### config.mk
export PLATFORM = sky130hd
export DESIGN_NAME = cobs_encoder
export DESIGN_NICKNAME = d
export VERILOG_FILES = /design/src/rtl/cobs_encoder.sv
export SDC_FILE = /design/constraint.sdc
export NUM_CORES = 2
export LEC_CHECK = 0
export CORE_ASPECT_RATIO = 1.5
export CORE_UTILIZATION = 45
export DETAILED_ROUTE_END_ITERATION = 8
export PLACE_DENSITY_LB_ADDON = 0.12
export SETUP_SLACK_MARGIN = 0.3
export SLEW_MARGIN = 20
export SYNTH_ARGS = -nofsm -noshare
export SYNTH_HDL_FRONTEND = slang
export SYNTH_SLANG_ARGS = --single-unit
### constraint.sdc
create_clock -name clk -period 5.6 [get_ports clk]
set_input_delay 1.12 -clock clk [delete_from_list [all_inputs] [get_ports clk]]
set_output_delay 1.12 -clock clk [all_outputs]
set_load 0.01 [all_outputs]
### src/rtl/cobs_encoder.sv
// ============================================================================
//  Module   : cobs_encoder
//  Purpose  : COBS framing encoder, byte-serial in/out with flag/busy handshake
//  Revision : 1.0  initial release
// ============================================================================
`default_nettype none

module cobs_encoder (
  input  logic       clk,
  input  logic       rst,
  input  logic       in_flag,
  input  logic [7:0] in_data,
  input  logic       in_last,
  output logic       in_busy,
  input  logic       busy,
  output logic       o_flag,
  output logic [7:0] o_data
);

  localparam logic [1:0] C_ST_COLLECT = 2'd0;
  localparam logic [1:0] C_ST_CODE    = 2'd1;
  localparam logic [1:0] C_ST_DATA    = 2'd2;
  localparam logic [1:0] C_ST_DELIM   = 2'd3;

  // A nonzero byte stored at this count fills the group to 254 (code 0xFF)
  localparam logic [7:0] C_LAST_SLOT  = 8'd253;

  logic [7:0] r_buf [0:253];
  logic [1:0] r_state;
  logic [1:0] w_state_nxt;
  logic [7:0] r_n;
  logic [7:0] r_rd;
  logic       r_zclose;
  logic       r_pend;
  logic       r_final;
  logic       r_oflag;
  logic [7:0] r_odata;

  logic       w_can_issue;
  logic       w_accept;
  logic       w_zero;
  logic       w_at_limit;
  logic       w_store;
  logic       w_close;
  logic       w_data_done;
  logic       w_issue;
  logic [7:0] w_issue_byte;

  // A byte may go out only when downstream is idle and the previous cycle was quiet
  assign w_can_issue = !busy && !r_oflag;
  assign w_accept    = (r_state == C_ST_COLLECT) && in_flag;
  assign w_zero      = (in_data == 8'h00);
  assign w_at_limit  = (r_n == C_LAST_SLOT);
  assign w_store     = w_accept && !w_zero;
  assign w_close     = w_accept && (w_zero || w_at_limit || in_last);
  assign w_data_done = (r_rd == r_n);

  // State register
  always_ff @(posedge clk) begin
    if (rst) begin
      r_state <= C_ST_COLLECT;
    end else begin
      r_state <= w_state_nxt;
    end
  end

  // Next-state logic; DATA holds one extra cycle after its last byte so
  // in_busy drops only in the cycle after the final issue.
  always_comb begin
    w_state_nxt = r_state;
    case (r_state)
      C_ST_COLLECT: begin
        if (w_close) begin
          w_state_nxt = C_ST_CODE;
        end
      end
      C_ST_CODE: begin
        if (w_can_issue) begin
          w_state_nxt = C_ST_DATA;
        end
      end
      C_ST_DATA: begin
        if (w_data_done) begin
          if (!r_pend) begin
            w_state_nxt = C_ST_COLLECT;
          end else if (r_final || !r_zclose) begin
            w_state_nxt = C_ST_DELIM;
          end else begin
            w_state_nxt = C_ST_CODE;
          end
        end
      end
      C_ST_DELIM: begin
        if (r_rd[0]) begin
          w_state_nxt = C_ST_COLLECT;
        end
      end
      default: w_state_nxt = C_ST_COLLECT;
    endcase
  end

  // Output logic
  always_comb begin
    w_issue      = 1'b0;
    w_issue_byte = 8'h00;
    case (r_state)
      C_ST_CODE: begin
        w_issue      = w_can_issue;
        w_issue_byte = r_n + 8'd1;
      end
      C_ST_DATA: begin
        w_issue      = !w_data_done && w_can_issue;
        w_issue_byte = r_buf[r_rd];
      end
      C_ST_DELIM: begin
        w_issue      = !r_rd[0] && w_can_issue;
        w_issue_byte = 8'h00;
      end
      default: begin
        w_issue      = 1'b0;
        w_issue_byte = 8'h00;
      end
    endcase
  end

  assign in_busy = (r_state != C_ST_COLLECT);
  assign o_flag  = r_oflag;
  assign o_data  = r_odata;

  always_ff @(posedge clk) begin
    if (w_store) begin
      r_buf[r_n] <= in_data;
    end
  end

  always_ff @(posedge clk) begin
    if (rst) begin
      r_n      <= 8'd0;
      r_rd     <= 8'd0;
      r_zclose <= 1'b1;
      r_pend   <= 1'b0;
      r_final  <= 1'b0;
      r_oflag  <= 1'b0;
      r_odata  <= 8'h00;
    end else begin
      r_oflag <= w_issue;
      if (w_issue) begin
        r_odata <= w_issue_byte;
      end
      case (r_state)
        C_ST_COLLECT: begin
          if (w_store) begin
            r_n <= r_n + 8'd1;
          end
          if (w_close) begin
            r_zclose <= w_zero;
            r_pend   <= in_last;
            // A nonzero last byte below the limit closes the packet's final group
            r_final  <= in_last && !w_zero && !w_at_limit;
          end
        end
        C_ST_CODE: begin
          if (w_can_issue) begin
            r_rd <= 8'd0;
          end
        end
        C_ST_DATA: begin
          if (!w_data_done) begin
            if (w_can_issue) begin
              r_rd <= r_rd + 8'd1;
            end
          end else begin
            r_n  <= 8'd0;
            r_rd <= 8'd0;
            if (r_pend && !r_final && r_zclose) begin
              r_final <= 1'b1;
            end
          end
        end
        C_ST_DELIM: begin
          if (w_issue) begin
            r_rd <= 8'd1;
          end else if (r_rd[0]) begin
            r_n      <= 8'd0;
            r_rd     <= 8'd0;
            r_zclose <= 1'b0;
            r_pend   <= 1'b0;
            r_final  <= 1'b0;
          end
        end
        default: begin
          r_rd <= 8'd0;
        end
      endcase
    end
  end

endmodule

`default_nettype wire

==> key figures <==
Worst hold path
  • Min-delay src: r_final$_SDFFE_PP0P_
  • Worst Hold Path EP: r_final$_SDFFE_PP0P_
  • Worst hold path class: reg2reg
  • WHS Path Cells: 2

Placement
  • PortBufs: 22
  • Placed cell count: between 6,000 and 7,000
  • Detailed Place HPWL: 147,000 um
  • Setup WS pre-CTS: a little over 0.7 ns
  • GP Congestion: around 0.91

Floorplanning
  • Number of cell rows: between 150 and 200
  • I/O pins: 23
  • Die width: 349 um
  • DIE AREA: 182,000 um^2
  • Starting density of the core: 45.4%
  • Core ar.: approximately 180,000 um^2
  • Die Y: about 520 um

Critical path
  • Crit path max fanout: 84
  • Reg2reg end: o_data[5]$_SDFFE_PP0P_
  • Classification of the worst setup path: reg2reg
  • Worst setup path start: r_rd[0]$_SDFFE_PP0P_
  • Reg2reg setup slack: approximately 1 ns
  • Crit path DAT: approximately 5.3 ns
  • CP startpoint kind: flop
  • Worst Setup End Kind: flop
  • Critical Path RT: 6.30 ns
  • R2r startpoint: r_rd[0]$_SDFFE_PP0P_
  • FF-to-FF path depth: 10

Synthesis
  • EDFF count, synth: a little over 2,000
  • Ys async rst share: 0%
  • Post-synth cell types: 74
  • Top_reg_cell synth: edfxtp_1
  • Total of warnings raised by yosys: 0
  • Sequential share of the synthesized area: between 70 and 80%
  • Avg Inst Size Synth: between 20 and 25 um^2
  • Syn nets: 3,957
  • Synth Register Bits: a little over 2,000
  • Post-Syn Area: between 80,000 and 90,000 um^2
  • Cells after Synth: 3,935

STA
  • Setup Viol. Count Final: 0
  • Final WS setup: ~1.0 ns
  • FMAX: roughly 0.22 GHz
  • Slew @ Worst Pin: approximately 1.2 ns
  • Final hold vios: 0
  • Layout Skew: ~0.043 ns
  • Pins Over Slew Limit: 0
  • Crit share post-route: 82.1%
  • Rel. slew slack: between 10% and 20%
  • Final min period: 4.60 ns
  • RSZ-0062 raised after global routing: false
  • Setup TNS: 0 ns

Routing
  • DR pass1 iterations: 5
  • Vias: slightly above 40,000
  • # DRC: 0
  • Initial DRC Count: between 4,000 and 5,000
  • Vias/cell: 6.08
  • Final ANT Viol Nets: 0
  • Routed len/inst: 35.0 um
  • DRT Wirelength: between 200,000 and 250,000 um

Global route
  • Largest net degree at the start of global routing: 176
  • Initial antenna violation count: 9
  • First-pass GRT wire length: 328,000 um
  • GRT Total Usage: between 20% and 30%
  • Number of global-route vias before repair: 41,254
  • GR Overflow Total: 0

CTS
  • Setup Buffers After CTS: 0
  • Max H-tree Level: 4
  • Total clock sinks: ~2,100
  • Clk buf depth: 4
  • PostCTS Resize Cnt: 0
  • CTS buffer count: about 190
  • Root buffer cell: clkbuf_16
  • Clock-pin slew on the worst setup and hold paths: around 0.07 ns
  • Worst skew pair latency: 0.86 ns
  • Hold Buf Count CTS: 0
  • CTS tree: done

Finish
  • Share of layout cells above drive strength 1: between 20% and 30%
  • # nets final: a little over 4,000
  • Commonest non-fill, non-tap cell in the layout: edfxtp_1
  • P&R area growth vs syn: 12.0%
  • Commonest non-fill, non-tap cells in the layout: edfxtp_1, mux4_2, nor2_1, clkbuf_16, buf_4
  • Layout Cells excl Fill: around 6,700
  • Fillers: ~14,000

Job
  • Number of max-cap violations: 0

Pwr
  • Power density cells: 344 nW/um^2
  • Final Power: roughly 31 mW
  • Leakage: ~27 nW
  • Max rail drop VDD: 0.000198 V

Run status
  • Status: completed
## final cells by class
cell class	instances	area [um^2]	area share (%)
clock buffer	235	5040	5.55
multi-input combinational	1619	18000	19.8
clock inverter	103	971	1.07
tap	2400	3000	3.30
antenna	3	7.51	0.00826
timing repair buffer	237	2130	2.34
sequential	2062	61600	67.8
inverter	20	82.6	0.0909
## flip-flops by register name, indices dropped and copies added (netlist names)
signal and count:
r_zclose 1, r_final 1, o_data 8, r_rd 8, r_n 8, r_state 2, r_buf 2032, o_flag 1
r_pend 1
## per-layer routing
layer / part of all wire, % / wire length (um) / GRT usage (%)
met2: 51 / 119000 / 43.9
met5: 0.013 / 30 / 0
met3: 5.6 / 13000 / 3.45
met4: 4.2 / 9730 / 10.1
met1: 40 / 92500 / 33.7
## cell usage after synthesis (11+ instances only)
cell type / n / area, um^2
edfxtp_1: 2032 / 61000
mux4_2: 470 / 10600
nor2_1: 322 / 1210
mux2i_1: 148 / 1480
nand2_1: 129 / 484
clkbuf_1: 76 / 285
a21oi_1: 72 / 360
a22oi_1: 64 / 480
buf_2: 64 / 320
nand3_1: 47 / 235
buf_4: 44 / 330
o21ai_0: 34 / 170
dfxtp_1: 30 / 601
o22ai_1: 26 / 163
buf_6: 23 / 259
inv_1: 18 / 67.6
mux2_2: 18 / 203
a31oi_1: 17 / 106
nor2b_1: 17 / 106
nor3_1: 17 / 85.1
a211oi_1: 16 / 120
mux4_1: 16 / 420
xnor2_1: 16 / 140
nand2b_1: 15 / 93.8
nor4_1: 13 / 81.3
a311oi_1: 11 / 96.3
buf_8: 11 / 165
o211ai_1: 11 / 82.6
## how the worst max path moves through the flow
stage | end | cells past startpoint
after floorplan | r_buf[160][0]$_DFFE_PP_ | 7
after global placement | r_buf[215][6]$_DFFE_PP_ | 8
after detailed placement | r_buf[8][6]$_DFFE_PP_ | 8
after CTS | o_data[5]$_SDFFE_PP0P_ | 10
after global routing | o_data[5]$_SDFFE_PP0P_ | 10
final | o_data[5]$_SDFFE_PP0P_ | 10
## cell families (layout without fill, tap and decap cells)
logic type               Yosys count  after routing  synth area share (%)
flip-flops                      2062           2062                  75.9
multiplexers                     653            653                  15.7
AND/OR/NAND/NOR                  601            601                  3.16
AO/OA/AOI/OAI                    336            336                  2.89
buffers and inverters            254            595                  2.00
XOR/XNOR                          20             20                 0.216
adder cells (fa/ha/maj)            9              9                 0.139
other                              0              3                     0
## where the power goes
part | switching (mW) | internal (mW) | total, mW
combinational | 1.03 | 0.305 | 1.34
clock | 5.66 | 7.22 | 12.9
sequential | 0.0442 | 17.0 | 17.0
## stage by stage
| step | hold slack (ns) | cell area, um^2 | util [%] |
|---|---|---|---|
| after floorplan | 0.451 | 81100 | - |
| after global placement | 0.476 | 84800 | 47.4 |
| after detailed placement | 0.497 | 84900 | 47.5 |
| after CTS | 0.512 | 90900 | 50.8 |
| after global routing | 0.549 | 90900 | 50.8 |
| final | 0.515 | 90900 | 50.8 |
## critical path, cell delays in order (launching register included)
cell,delay (ns)
dfxtp_4,0.80
buf_16,0.30
buf_12,0.42
mux4_1,0.65
mux4_2,0.53
a22o_1,0.26
nor4_1,0.67
a2111oi_0,0.20
buf_4,0.22
o21ai_1,0.11
o21ai_1,0.07
No activity file was read; power rests on OpenSTA's default activity.
